### config.mk
export PLATFORM = sky130hd
export DESIGN_NAME = bfp2fixed
export DESIGN_NICKNAME = d
export VERILOG_FILES = /design/src/rtl/bfp2fixed.sv
export SDC_FILE = /design/constraint.sdc
export NUM_CORES = 1
export LEC_CHECK = 0
export BUFFER_PORTS_ARGS = -buffer_cell sky130_fd_sc_hd__buf_2
export CAP_MARGIN = 0
export CORE_UTILIZATION = 31
export CTS_BUF_LIST = sky130_fd_sc_hd__clkbuf_2 sky130_fd_sc_hd__clkbuf_4 sky130_fd_sc_hd__clkbuf_8
export DETAILED_ROUTE_END_ITERATION = 10
export GPL_TIMING_DRIVEN = 0
export HOLD_SLACK_MARGIN = 0.02
export PLACE_DENSITY = 0.46
export SETUP_SLACK_MARGIN = 0.05
export SYNTH_ARGS = -nofsm -noshare
export SYNTH_HDL_FRONTEND = slang
export SYNTH_SLANG_ARGS = --single-unit
### constraint.sdc
create_clock -name clk_sys -period 10.4 [get_ports clk_sys]
set_input_delay 1.04 -clock clk_sys [delete_from_list [all_inputs] [get_ports clk_sys]]
set_output_delay 1.04 -clock clk_sys [all_outputs]
set_load 0.02 [all_outputs]
### src/rtl/bfp2fixed.sv
// Block-floating-point (mantissa + per-sample exponent) to two's-complement fixed point, 3-stage pipeline.
// Define BFP2FIXED_SATCNT_EN to build the per-block saturation counter (sat_cnt_o / sat_cnt_val_o).
module bfp2fixed #(
    parameter int MAN_WIDTH = 16,
    parameter int EXP_WIDTH = 6,
    parameter int OUT_WIDTH = 16,
    parameter int OUT_PTPOS = 14,
    parameter int CNT_WIDTH = 12
) (
    input  logic                        clk_sys,
    input  logic                        rst_sys_n,
    input  logic                        block_sync_i,
    input  logic                        data_val_i,
    input  logic signed [MAN_WIDTH-1:0] data_real_i,
    input  logic signed [MAN_WIDTH-1:0] data_imag_i,
    input  logic signed [EXP_WIDTH-1:0] data_exp_i,
    output logic                        block_sync_o,
    output logic                        data_val_o,
    output logic signed [OUT_WIDTH-1:0] data_real_o,
    output logic signed [OUT_WIDTH-1:0] data_imag_o,
    output logic                        sat_o,
    output logic [CNT_WIDTH-1:0]        sat_cnt_o,
    output logic                        sat_cnt_val_o
);

    localparam int SHW    = EXP_WIDTH + 2;
    localparam int SH_OFS = OUT_PTPOS - (MAN_WIDTH - 1);

    localparam logic signed [MAN_WIDTH-1:0] MAN_MIN     = {1'b1, {(MAN_WIDTH-1){1'b0}}};
    localparam logic signed [MAN_WIDTH-1:0] MAN_MIN_SYM = {1'b1, {(MAN_WIDTH-2){1'b0}}, 1'b1};
    localparam logic signed [SHW-1:0]       SH_CLAMP    = SHW'(OUT_WIDTH);
    localparam logic [SHW-1:0]              MAN_LIM     = SHW'(MAN_WIDTH);
    localparam logic signed [31:0]          OUT_MAX     = (32'sd1 <<< (OUT_WIDTH-1)) - 32'sd1;
    localparam logic signed [31:0]          OUT_NEG     = -OUT_MAX;

    function automatic logic signed [MAN_WIDTH-1:0] presat(input logic signed [MAN_WIDTH-1:0] m);
        presat = (m == MAN_MIN) ? MAN_MIN_SYM : m;
    endfunction

    // Positive shifts clamp at OUT_WIDTH (any nonzero input clips later); negative shifts
    // round half away from zero, and shifting past the whole mantissa yields 0.
    function automatic logic signed [31:0] shift_round(input logic signed [MAN_WIDTH-1:0] m,
                                                       input logic signed [SHW-1:0]       sh);
        logic signed [31:0] ext;
        logic signed [31:0] bias;
        logic [SHW-1:0]     mag;
        ext         = {{(32-MAN_WIDTH){m[MAN_WIDTH-1]}}, m};
        bias        = '0;
        mag         = '0;
        shift_round = '0;
        if (!sh[SHW-1]) begin
            mag         = (sh > SH_CLAMP) ? SH_CLAMP : sh;
            shift_round = ext <<< mag;
        end else begin
            mag = -sh;
            if (mag <= MAN_LIM) begin
                bias        = (32'sd1 <<< (mag - SHW'(1))) - $signed({31'd0, m[MAN_WIDTH-1]});
                shift_round = (ext + bias) >>> mag;
            end
        end
    endfunction

    // MSB of the result flags a clip.
    function automatic logic [OUT_WIDTH:0] saturate(input logic signed [31:0] x);
        if (x > OUT_MAX)      saturate = {1'b1, OUT_MAX[OUT_WIDTH-1:0]};
        else if (x < OUT_NEG) saturate = {1'b1, OUT_NEG[OUT_WIDTH-1:0]};
        else                  saturate = {1'b0, x[OUT_WIDTH-1:0]};
    endfunction

    logic                        val_p0_q, sync_p0_q;
    logic signed [MAN_WIDTH-1:0] re_p0_q, im_p0_q;
    logic signed [SHW-1:0]       sh_p0_q;
    logic signed [SHW-1:0]       sh_p0_d;

    logic                        val_p1_q, sync_p1_q;
    logic signed [31:0]          re_p1_q, im_p1_q;

    logic                        val_p2_q, sync_p2_q, sat_p2_q;
    logic signed [OUT_WIDTH-1:0] re_p2_q, im_p2_q;
    logic [OUT_WIDTH:0]          re_sat_d, im_sat_d;
    logic                        sat_p2_d;

    assign sh_p0_d  = {{2{data_exp_i[EXP_WIDTH-1]}}, data_exp_i} + SHW'(SH_OFS);
    assign re_sat_d = saturate(re_p1_q);
    assign im_sat_d = saturate(im_p1_q);
    assign sat_p2_d = (re_sat_d[OUT_WIDTH] | im_sat_d[OUT_WIDTH]) & val_p1_q;

    always_ff @(posedge clk_sys or negedge rst_sys_n) begin
        if (!rst_sys_n) begin
            val_p0_q  <= 1'b0;
            sync_p0_q <= 1'b0;
            re_p0_q   <= '0;
            im_p0_q   <= '0;
            sh_p0_q   <= '0;
            val_p1_q  <= 1'b0;
            sync_p1_q <= 1'b0;
            re_p1_q   <= '0;
            im_p1_q   <= '0;
            val_p2_q  <= 1'b0;
            sync_p2_q <= 1'b0;
            sat_p2_q  <= 1'b0;
            re_p2_q   <= '0;
            im_p2_q   <= '0;
        end else begin
            // stage 1: capture, symmetric pre-saturation, shift amount
            val_p0_q  <= data_val_i;
            sync_p0_q <= block_sync_i & data_val_i;
            re_p0_q   <= presat(data_real_i);
            im_p0_q   <= presat(data_imag_i);
            sh_p0_q   <= sh_p0_d;
            // stage 2: exponent shift with rounding
            val_p1_q  <= val_p0_q;
            sync_p1_q <= sync_p0_q;
            re_p1_q   <= shift_round(re_p0_q, sh_p0_q);
            im_p1_q   <= shift_round(im_p0_q, sh_p0_q);
            // stage 3: symmetric saturation
            val_p2_q  <= val_p1_q;
            sync_p2_q <= sync_p1_q;
            sat_p2_q  <= sat_p2_d;
            re_p2_q   <= $signed(re_sat_d[OUT_WIDTH-1:0]);
            im_p2_q   <= $signed(im_sat_d[OUT_WIDTH-1:0]);
        end
    end

    assign block_sync_o = sync_p2_q;
    assign data_val_o   = val_p2_q;
    assign data_real_o  = re_p2_q;
    assign data_imag_o  = im_p2_q;
    assign sat_o        = sat_p2_q;

`ifdef BFP2FIXED_SATCNT_EN
    logic [CNT_WIDTH-1:0] cnt_q, rep_q;
    logic                 rep_val_q, seen_q;

    // Updated from the stage-3 inputs so the report strobe lines up with block_sync_o.
    always_ff @(posedge clk_sys or negedge rst_sys_n) begin
        if (!rst_sys_n) begin
            cnt_q     <= '0;
            rep_q     <= '0;
            rep_val_q <= 1'b0;
            seen_q    <= 1'b0;
        end else begin
            rep_val_q <= 1'b0;
            if (val_p1_q && sync_p1_q) begin
                rep_q     <= seen_q ? cnt_q : '0;
                rep_val_q <= 1'b1;
                seen_q    <= 1'b1;
                cnt_q     <= sat_p2_d ? CNT_WIDTH'(1) : '0;
            end else if (sat_p2_d && (cnt_q != '1)) begin
                cnt_q <= cnt_q + CNT_WIDTH'(1);
            end
        end
    end

    assign sat_cnt_o     = rep_q;
    assign sat_cnt_val_o = rep_val_q;
`else
    assign sat_cnt_o     = '0;
    assign sat_cnt_val_o = 1'b0;
`endif

endmodule

==> results of run 1 <==
[registers in the layout, indices dropped and copies added, names as in the netlist, 7 cells and up]
| name | flops |
|---|---|
| sh_p0_q | 7 |
| data_imag_o | 16 |
| re_p1_q | 32 |
| im_p1_q | 32 |
| im_p0_q | 16 |
| re_p0_q | 16 |
| data_real_o | 16 |
[placed cells by master, fill, tap and decap left out, types with 13 or more instances in the layout]
master | netlist | routed
or3_1 | 26 | 26
nand4_1 | 39 | 39
or2_2 | 32 | 32
clkbuf_1 | 134 | 127
nor2_1 | 245 | 245
and4_1 | 13 | 13
o211ai_1 | 47 | 47
mux2i_1 | 52 | 52
and2_1 | 15 | 15
o22ai_1 | 33 | 33
inv_1 | 180 | 180
buf_1 | 15 | 13
and3_1 | 14 | 14
clkbuf_8 | 0 | 17
o21a_1 | 28 | 28
buf_4 | 19 | 19
a211o_1 | 27 | 27
nand2_1 | 207 | 207
a21o_1 | 24 | 24
mux4_2 | 22 | 22
o21ai_1 | 18 | 18
nand2b_1 | 13 | 13
nand3_1 | 74 | 74
nor4_1 | 36 | 35
a31oi_1 | 31 | 30
conb_1 | 1 | 13
ha_1 | 126 | 126
a211oi_1 | 45 | 43
a221oi_1 | 20 | 19
buf_2 | 26 | 103
nor3_1 | 83 | 83
o31ai_1 | 23 | 22
xor2_1 | 19 | 19
a21oi_1 | 171 | 170
o21ai_0 | 135 | 135
xnor2_1 | 26 | 26
dfrtp_1 | 142 | 142
[metal layers]
metal	track usage (%)	part of all wire, %	vias to the layer above	wire length [um]
met2	47.2	43	1063	39600
met4	10.3	3.8	2	3530
met1	44.0	45	10100	41600
met5	0	0.014	-	13
li1	-	-	9168	-
met3	5.89	8.9	164	8270
[cell type report]
cell class,instances,area share [%]
multi-input combinational,1906,65.2
sequential,142,18.1
tap,756,4.81
buffer,198,4.48
inverter,180,3.43
timing repair buffer,77,2.10
clock buffer,18,1.23
clock inverter,14,0.648
antenna,2,0.0254
[power breakdown]
group	internal (mW)	total (mW)	switching, mW
Clock	0.176	0.419	0.243
Sequential	0.630	0.672	0.0426
Combinational	0.493	1.68	1.18
[cell families after synthesis]
kind of cell,Yosys count,synth area share (%)
compound gates,791,30.5
xor+xnor,48,2.57
simple gates,840,22.8
other cells,1,0.0210
buf+inv,378,8.67
mux,86,6.47
flops,142,19.9
fa+ha+maj,128,9.06
[through the flow]
step	setup TNS (ns)	area [um^2]	hold WS, ns
after floorplan	0	17900	0.331
after global placement	-72.00	19200	0.332
after detailed placement	-64.03	19200	0.336
after CTS	0	19600	0.358
after global routing	0	19700	0.377
final	0	19700	0.354
[worst max-delay path, delay by kind of cell (launching register included)]
kind / cells / cell delay, ns
flip-flops: 1 / 0.38
AO/OA/AOI/OAI: 7 / 2.83
AND/OR/NAND/NOR: 5 / 2.01
buffers and inverters: 13 / 3.72
adder cells (fa/ha/maj): 4 / 1.15
[worst max path at each step]
stage | startpoint | to | slack [ns] | cells past startpoint
global route | sh_p0_q[0] | im_p1_q[12] | 0.11 | 29
CTS | sh_p0_q[0] | re_p1_q[4] | 0.05 | 27
detailed placement | sh_p0_q[0] | re_p1_q[4] | -1.72 | 29
finish | sh_p0_q[0] | im_p1_q[12] | 0.09 | 29
floorplan | sh_p0_q[0] | re_p1_q[15] | 3.04 | 30
global placement | sh_p0_q[0] | re_p1_q[4] | -1.89 | 29
[what timing repair did]
action                     in CTS  in global routing
hold buffers                    0                  0
resized for setup              12                  9
setup endpoints to repair      63                 58
==> results.md, run 1 <==
* Port Buf Inserts at 76
* DR DRC count at 0
* Number of standard cells in the final layout excluding fillers at 3293
* Fmax at 97.0 MHz
* Total Nets Final at 2692
* Internal reg-to-reg setup slack at 0.09 ns
* Peak VDD IR at 0.0818 mV
* Synth cell types at 109
* Routed wire per std cell at 28.2 um
* Critical Path Max Stage Delay at 0.62 ns
* Fin util at 34.8%
* Area delta synth->final at 10.3%
* Top cells by area, synth: dfrtp_1 20%, ha_1 8.8%, nor2_1 5.2%
* Most frequent cells after synthesis: 245 x nor2_1, 207 x nand2_1, 180 x inv_1
* PnR Total Power at 2.77 mW
* Cell Area, Synth at 17800 um^2
* Critical path's slowest cell: o21ai_0
* Critical Path AT at 10.59 ns
* Layout cell share with drive strength beyond 1 at 11.3%
* Placed cell count at 3259
* Core footprint at 56600 um^2
* Area share of the largest cell type after synthesis at 19.9%
* Sequential cell area at 3550 um^2
* Worst Min Path Start: sync_p1_q
* Routed vias at 20500
* Vias/cell at 6.24
* Synthesis-stage register bit count at 142
* Clock skew at 0.0169 ns
* Status: finished clean
* Initial antenna violation count at 4
* First-pass GRT wire length at 135000 um
* Most common cell in the synthesized netlist: nor2_1
* Avg Cell Area, Syn at 7.39 um^2
* Lkg Pwr at 8.31 nW
* RePlAce Congestion at 1.03
* Post-synthesis sequential area ratio at 19.9%
* WHS Path Cells at 0
* Hpwl dp at 76600 um
* CP Data Required Time at 10.68 ns
* Cells after Synth at 2414
* Cell Rows at 87
* CTS max path bufs at 2
* CTS tree: done
* Setup Crit Path Kind: reg2reg
* Number of global-route vias before repair at 19300
* Post-synth top area cell: dfrtp_1
* Worst Path Max Fanout at 10
* DRT Wirelength at 93000 um
* CTS buffer count at 17
* Largest net degree at the start of global routing at 89
* Fin. Hold Viols at 0
* Fillers at 6237
* Worst hold endpoint: block_sync_o
* Setup crit end kind: flip-flop
* Worst Max-Slew Pin Slew at 1.38 ns
* Area of the multi-input gates at 12800 um^2
* HP Class: reg2reg
* Fin crit share at 99.1%
* Initial Util at 31.5%
* Cell repeated most along the worst path: clkbuf_2
* Post-route antenna net violation count at 0
* Synth warnings at 0
* Clock Sinks at 142
* Asr flop ratio synth at 100%
* DP Worst Slack at -1.72 ns
* Worst skew pair latency at 0.47 ns
* Setup bufs post-CTS at 0
* Crit start category: flip-flop
* Top Ports at 90
* MaxCap Viol Count at 0
* Post-synth EDFFs at 0
* Worst R2R End: im_p1_q[12]
* Die height at 242 um
* RSZ-0062 raised after global routing: false
* Iteration-0 DRC Markers at 2474
* Fin crit period at 10.31 ns
* Die area at 58500 um^2
* RR Startpoint: sh_p0_q[0]
* Root Driver: clkbuf_8
* Worst Slack Setup Final at 0.0938 ns
* DR pass1 iterations at 6
* Final setup fails at 0
* CTS clk-pin slew, worst paths at 0.09 ns
* Total Routing Usage GR at 31.1%
* Max-Slew Margin vs Limit at 7.09%
* Max Slew Vio Count at 0
* Power density cells at 141 nW/um^2
* Die X at 242 um
* Total grt overflow at 0
* H-tree depth at 4
* Cell count of the worst reg-to-reg path at 29
* Main synth FF type: dfrtp_1
(Power assumes the default switching activity.)
==> run 2: changes to the inputs <==
Settings changed: PLACE_DENSITY 0.46 to 0.43.
Clock period 10.4 ns to 10.45 ns, I/O delays scaled along.
==> results.md, run 2 (same netlist as run 1, synthesis figures left out) <==
* Status: finished clean (unchanged)
* Largest net degree at the start of global routing at 85 (was 89)
* Vias/cell at 6.25 (was 6.24)
* RR Startpoint: sh_p0_q[0] (unchanged)
* Routed vias at 20600 (was 20500)
* Internal reg-to-reg setup slack at 0.36 ns (was 0.09 ns)
* Total Routing Usage GR at 31.1% (about the same)
* DP Area at 19200 um^2 (unchanged)
* CTS max path bufs at 2 (unchanged)
* HP Class: reg2reg (unchanged)
* Peak VDD IR at 0.0717 mV (was 0.0818 mV)
* Total grt overflow at 0 (unchanged)
* Crit start category: flip-flop (unchanged)
* Setup bufs post-CTS at 0 (unchanged)
* Setup crit end kind: flip-flop (unchanged)
* Fmax at 99.1 MHz (was 97.0 MHz)
* Area delta synth->final at 10.5% (was 10.3%)
* Sw Ratio at 53.3% (was 53.1%)
* Core footprint at 56600 um^2 (unchanged)
* CTS Hold Buffers Added at 0 (unchanged)
* Max-Slew Margin vs Limit at 3.65% (was 7.09%)
* Cell Rows at 87 (unchanged)
* Fin. Hold Viols at 0 (unchanged)
* MaxCap Viol Count at 0 (unchanged)
* Number of global-route vias before repair at 18900 (was 19300)
* CTS clk-pin slew, worst paths at 0.10 ns (was 0.09 ns)
* DRT Wirelength at 93500 um (was 93000 um)
* Power density cells at 141 nW/um^2 (about the same)
* Critical Path AT at 10.45 ns (was 10.59 ns)
* Crit path to: im_p1_q[5] (was im_p1_q[12])
* Sequential power share at 24.0% (was 24.3%)
* Cell count of the worst reg-to-reg path at 29 (unchanged)
* DP Worst Slack at -1.53 ns (was -1.72 ns)
* Critical path's slowest cell: a211oi_1 (was o21ai_0)
* Fin crit period at 10.09 ns (was 10.31 ns)
* Root Driver: clkbuf_8 (unchanged)
* Die X at 242 um (unchanged)
* Post-route antenna net violation count at 0 (unchanged)
* RSZ-0062 raised after global routing: false (unchanged)
* Top Ports at 90 (unchanged)
* H-tree depth at 4 (unchanged)
* Finished Cell Area at 19700 um^2 (about the same)
* Top flop regs: im_p1_q x32, re_p1_q x32 (unchanged)
* CP Data Required Time at 10.81 ns (was 10.68 ns)
* Routed wire per std cell at 28.4 um (was 28.2 um)
* Internal power at 1.30 mW (about the same)
* Final TNS setup at 0 ns (unchanged)
* PnR Total Power at 2.78 mW (was 2.77 mW)
* Clk pwr share at 16.2% (was 15.1%)
* Setup Crit Path Kind: reg2reg (unchanged)
* Worst Slack Setup Final at 0.359 ns (was 0.0938 ns)
* Iteration-0 DRC Markers at 2538 (was 2474)
* Most frequent cells in the layout: 244 x nor2_1, 207 x nand2_1, 180 x inv_1, 170 x a21oi_1, 142 x dfrtp_1 (was 245 x nor2_1, 207 x nand2_1, 180 x inv_1, 170 x a21oi_1, 142 x dfrtp_1)
* Critical Path Max Stage Delay at 0.71 ns (was 0.62 ns)
* Port Buf Inserts at 76 (unchanged)
* Total Nets Final at 2692 (unchanged)
* Clock skew at 0.0194 ns (was 0.0169 ns)
* CTS buffer count at 17 (unchanged)
* Lkg Pwr at 8.34 nW (was 8.31 nW)
* Die height at 242 um (unchanged)
* Layout cell share with drive strength beyond 1 at 11.2% (was 11.3%)
* Final setup fails at 0 (unchanged)
* Worst skew pair latency at 0.48 ns (was 0.47 ns)
* Most common cell after layout, fill and taps aside: nor2_1 (unchanged)
* DR DRC count at 0 (unchanged)
* Worst R2R End: im_p1_q[5] (was im_p1_q[12])
* Gate power share at 59.8% (was 60.6%)
* Worst Path Max Fanout at 10 (unchanged)
* Clock Sinks at 142 (unchanged)
* First-pass GRT wire length at 134000 um (was 135000 um)
* Hpwl dp at 76900 um (was 76600 um)
* DR pass1 iterations at 6 (unchanged)
* Worst Max-Slew Pin Slew at 1.44 ns (was 1.38 ns)
* Setup crit start: sh_p0_q[0] (unchanged)
* Max Slew Vio Count at 0 (unchanged)
* Fin crit share at 96.6% (was 99.1%)
* CTS tree: done (unchanged)
* Switch Pwr at 1.48 mW (was 1.47 mW)
* Initial antenna violation count at 3 (was 4)
* Initial Util at 31.5% (unchanged)
* Die area at 58500 um^2 (unchanged)
* RePlAce Congestion at 1.05 (was 1.03)
==> run 2: changes by cell type in the layout (fill, tap and decap cells not counted), moves of 2 or more <==
| cell | delta |
|---|---|
| clkinv_8 | +5 |
| clkbuf_2 | +2 |
| inv_8 | +3 |
| clkinvlp_4 | -2 |
| inv_6 | -4 |
==> run 2: layout make-up <==
type	instances	area [um^2]
flip-flops and latches	142	3550
clock buffers	17	234
plain buffers	198	883
repair buffers	77	414
inverters	180	676
clock inverters	15	188
well taps	756	946
diodes	1	2.50
fillers	6233	36900
multi-input cells	1906	12800
==> run 2: worst max-delay path: cells and delay by family, from the launching register on <==
kind,cells,cell delay [ns]
compound gates,7,3.42
fa+ha+maj,3,0.94
buf+inv,10,2.56
flops,1,0.38
mux,1,0.32
simple gates,8,2.31
==> run 2: what timing repair did <==
| item | 4_1_cts | 5_1_grt |
|---|---|---|
| hold endpoints to repair | 0 | 0 |
| gates resized for setup | 14 | 5 |
| gates cloned | 0 | 0 |
| endpoints found under the setup margin | 63 | 46 |
| pin swaps | 2 | 0 |
==> run 2: stage by stage <==
stage / util [%] / cells / hold slack [ns]
after floorplan: - / 2426 / 0.331
after global placement: 33.9 / 3258 / 0.332
after detailed placement: 34.0 / 3259 / 0.336
after CTS: 34.8 / 3291 / 0.363
after global routing: 34.8 / 3291 / 0.376
final: 34.8 / 3292 / 0.358
==> run 2: routing by layer <==
| layer | routed length, um | GRT usage (%) |
|---|---|---|
| met1 | 42100 | 44.6 |
| met2 | 39200 | 46.4 |
| met3 | 8480 | 5.93 |
| met4 | 3650 | 10.5 |
| met5 | 34 | 0 |
==> run 2: worst min path at each step <==
stage / slack (ns) / startpoint / to / depth (start not counted)
floorplan: 0.33 / sync_p1_q / block_sync_o / 0
global placement: 0.33 / sync_p0_q / sync_p1_q / 0
detailed placement: 0.34 / val_p0_q / val_p1_q / 0
CTS: 0.36 / val_p0_q / val_p1_q / 0
global route: 0.38 / sync_p1_q / block_sync_o / 0
finish: 0.36 / val_p0_q / val_p1_q / 0
==> run 2: power by group through the flow <==
stage	clock network, mW	logic, mW	registers, mW
detailed placement	0	1.59	0.681
finish	0.451	1.66	0.669
CTS	0.470	1.60	0.670
floorplan	0	0.959	0.710
global route	0.498	1.74	0.679
global placement	0	1.60	0.679
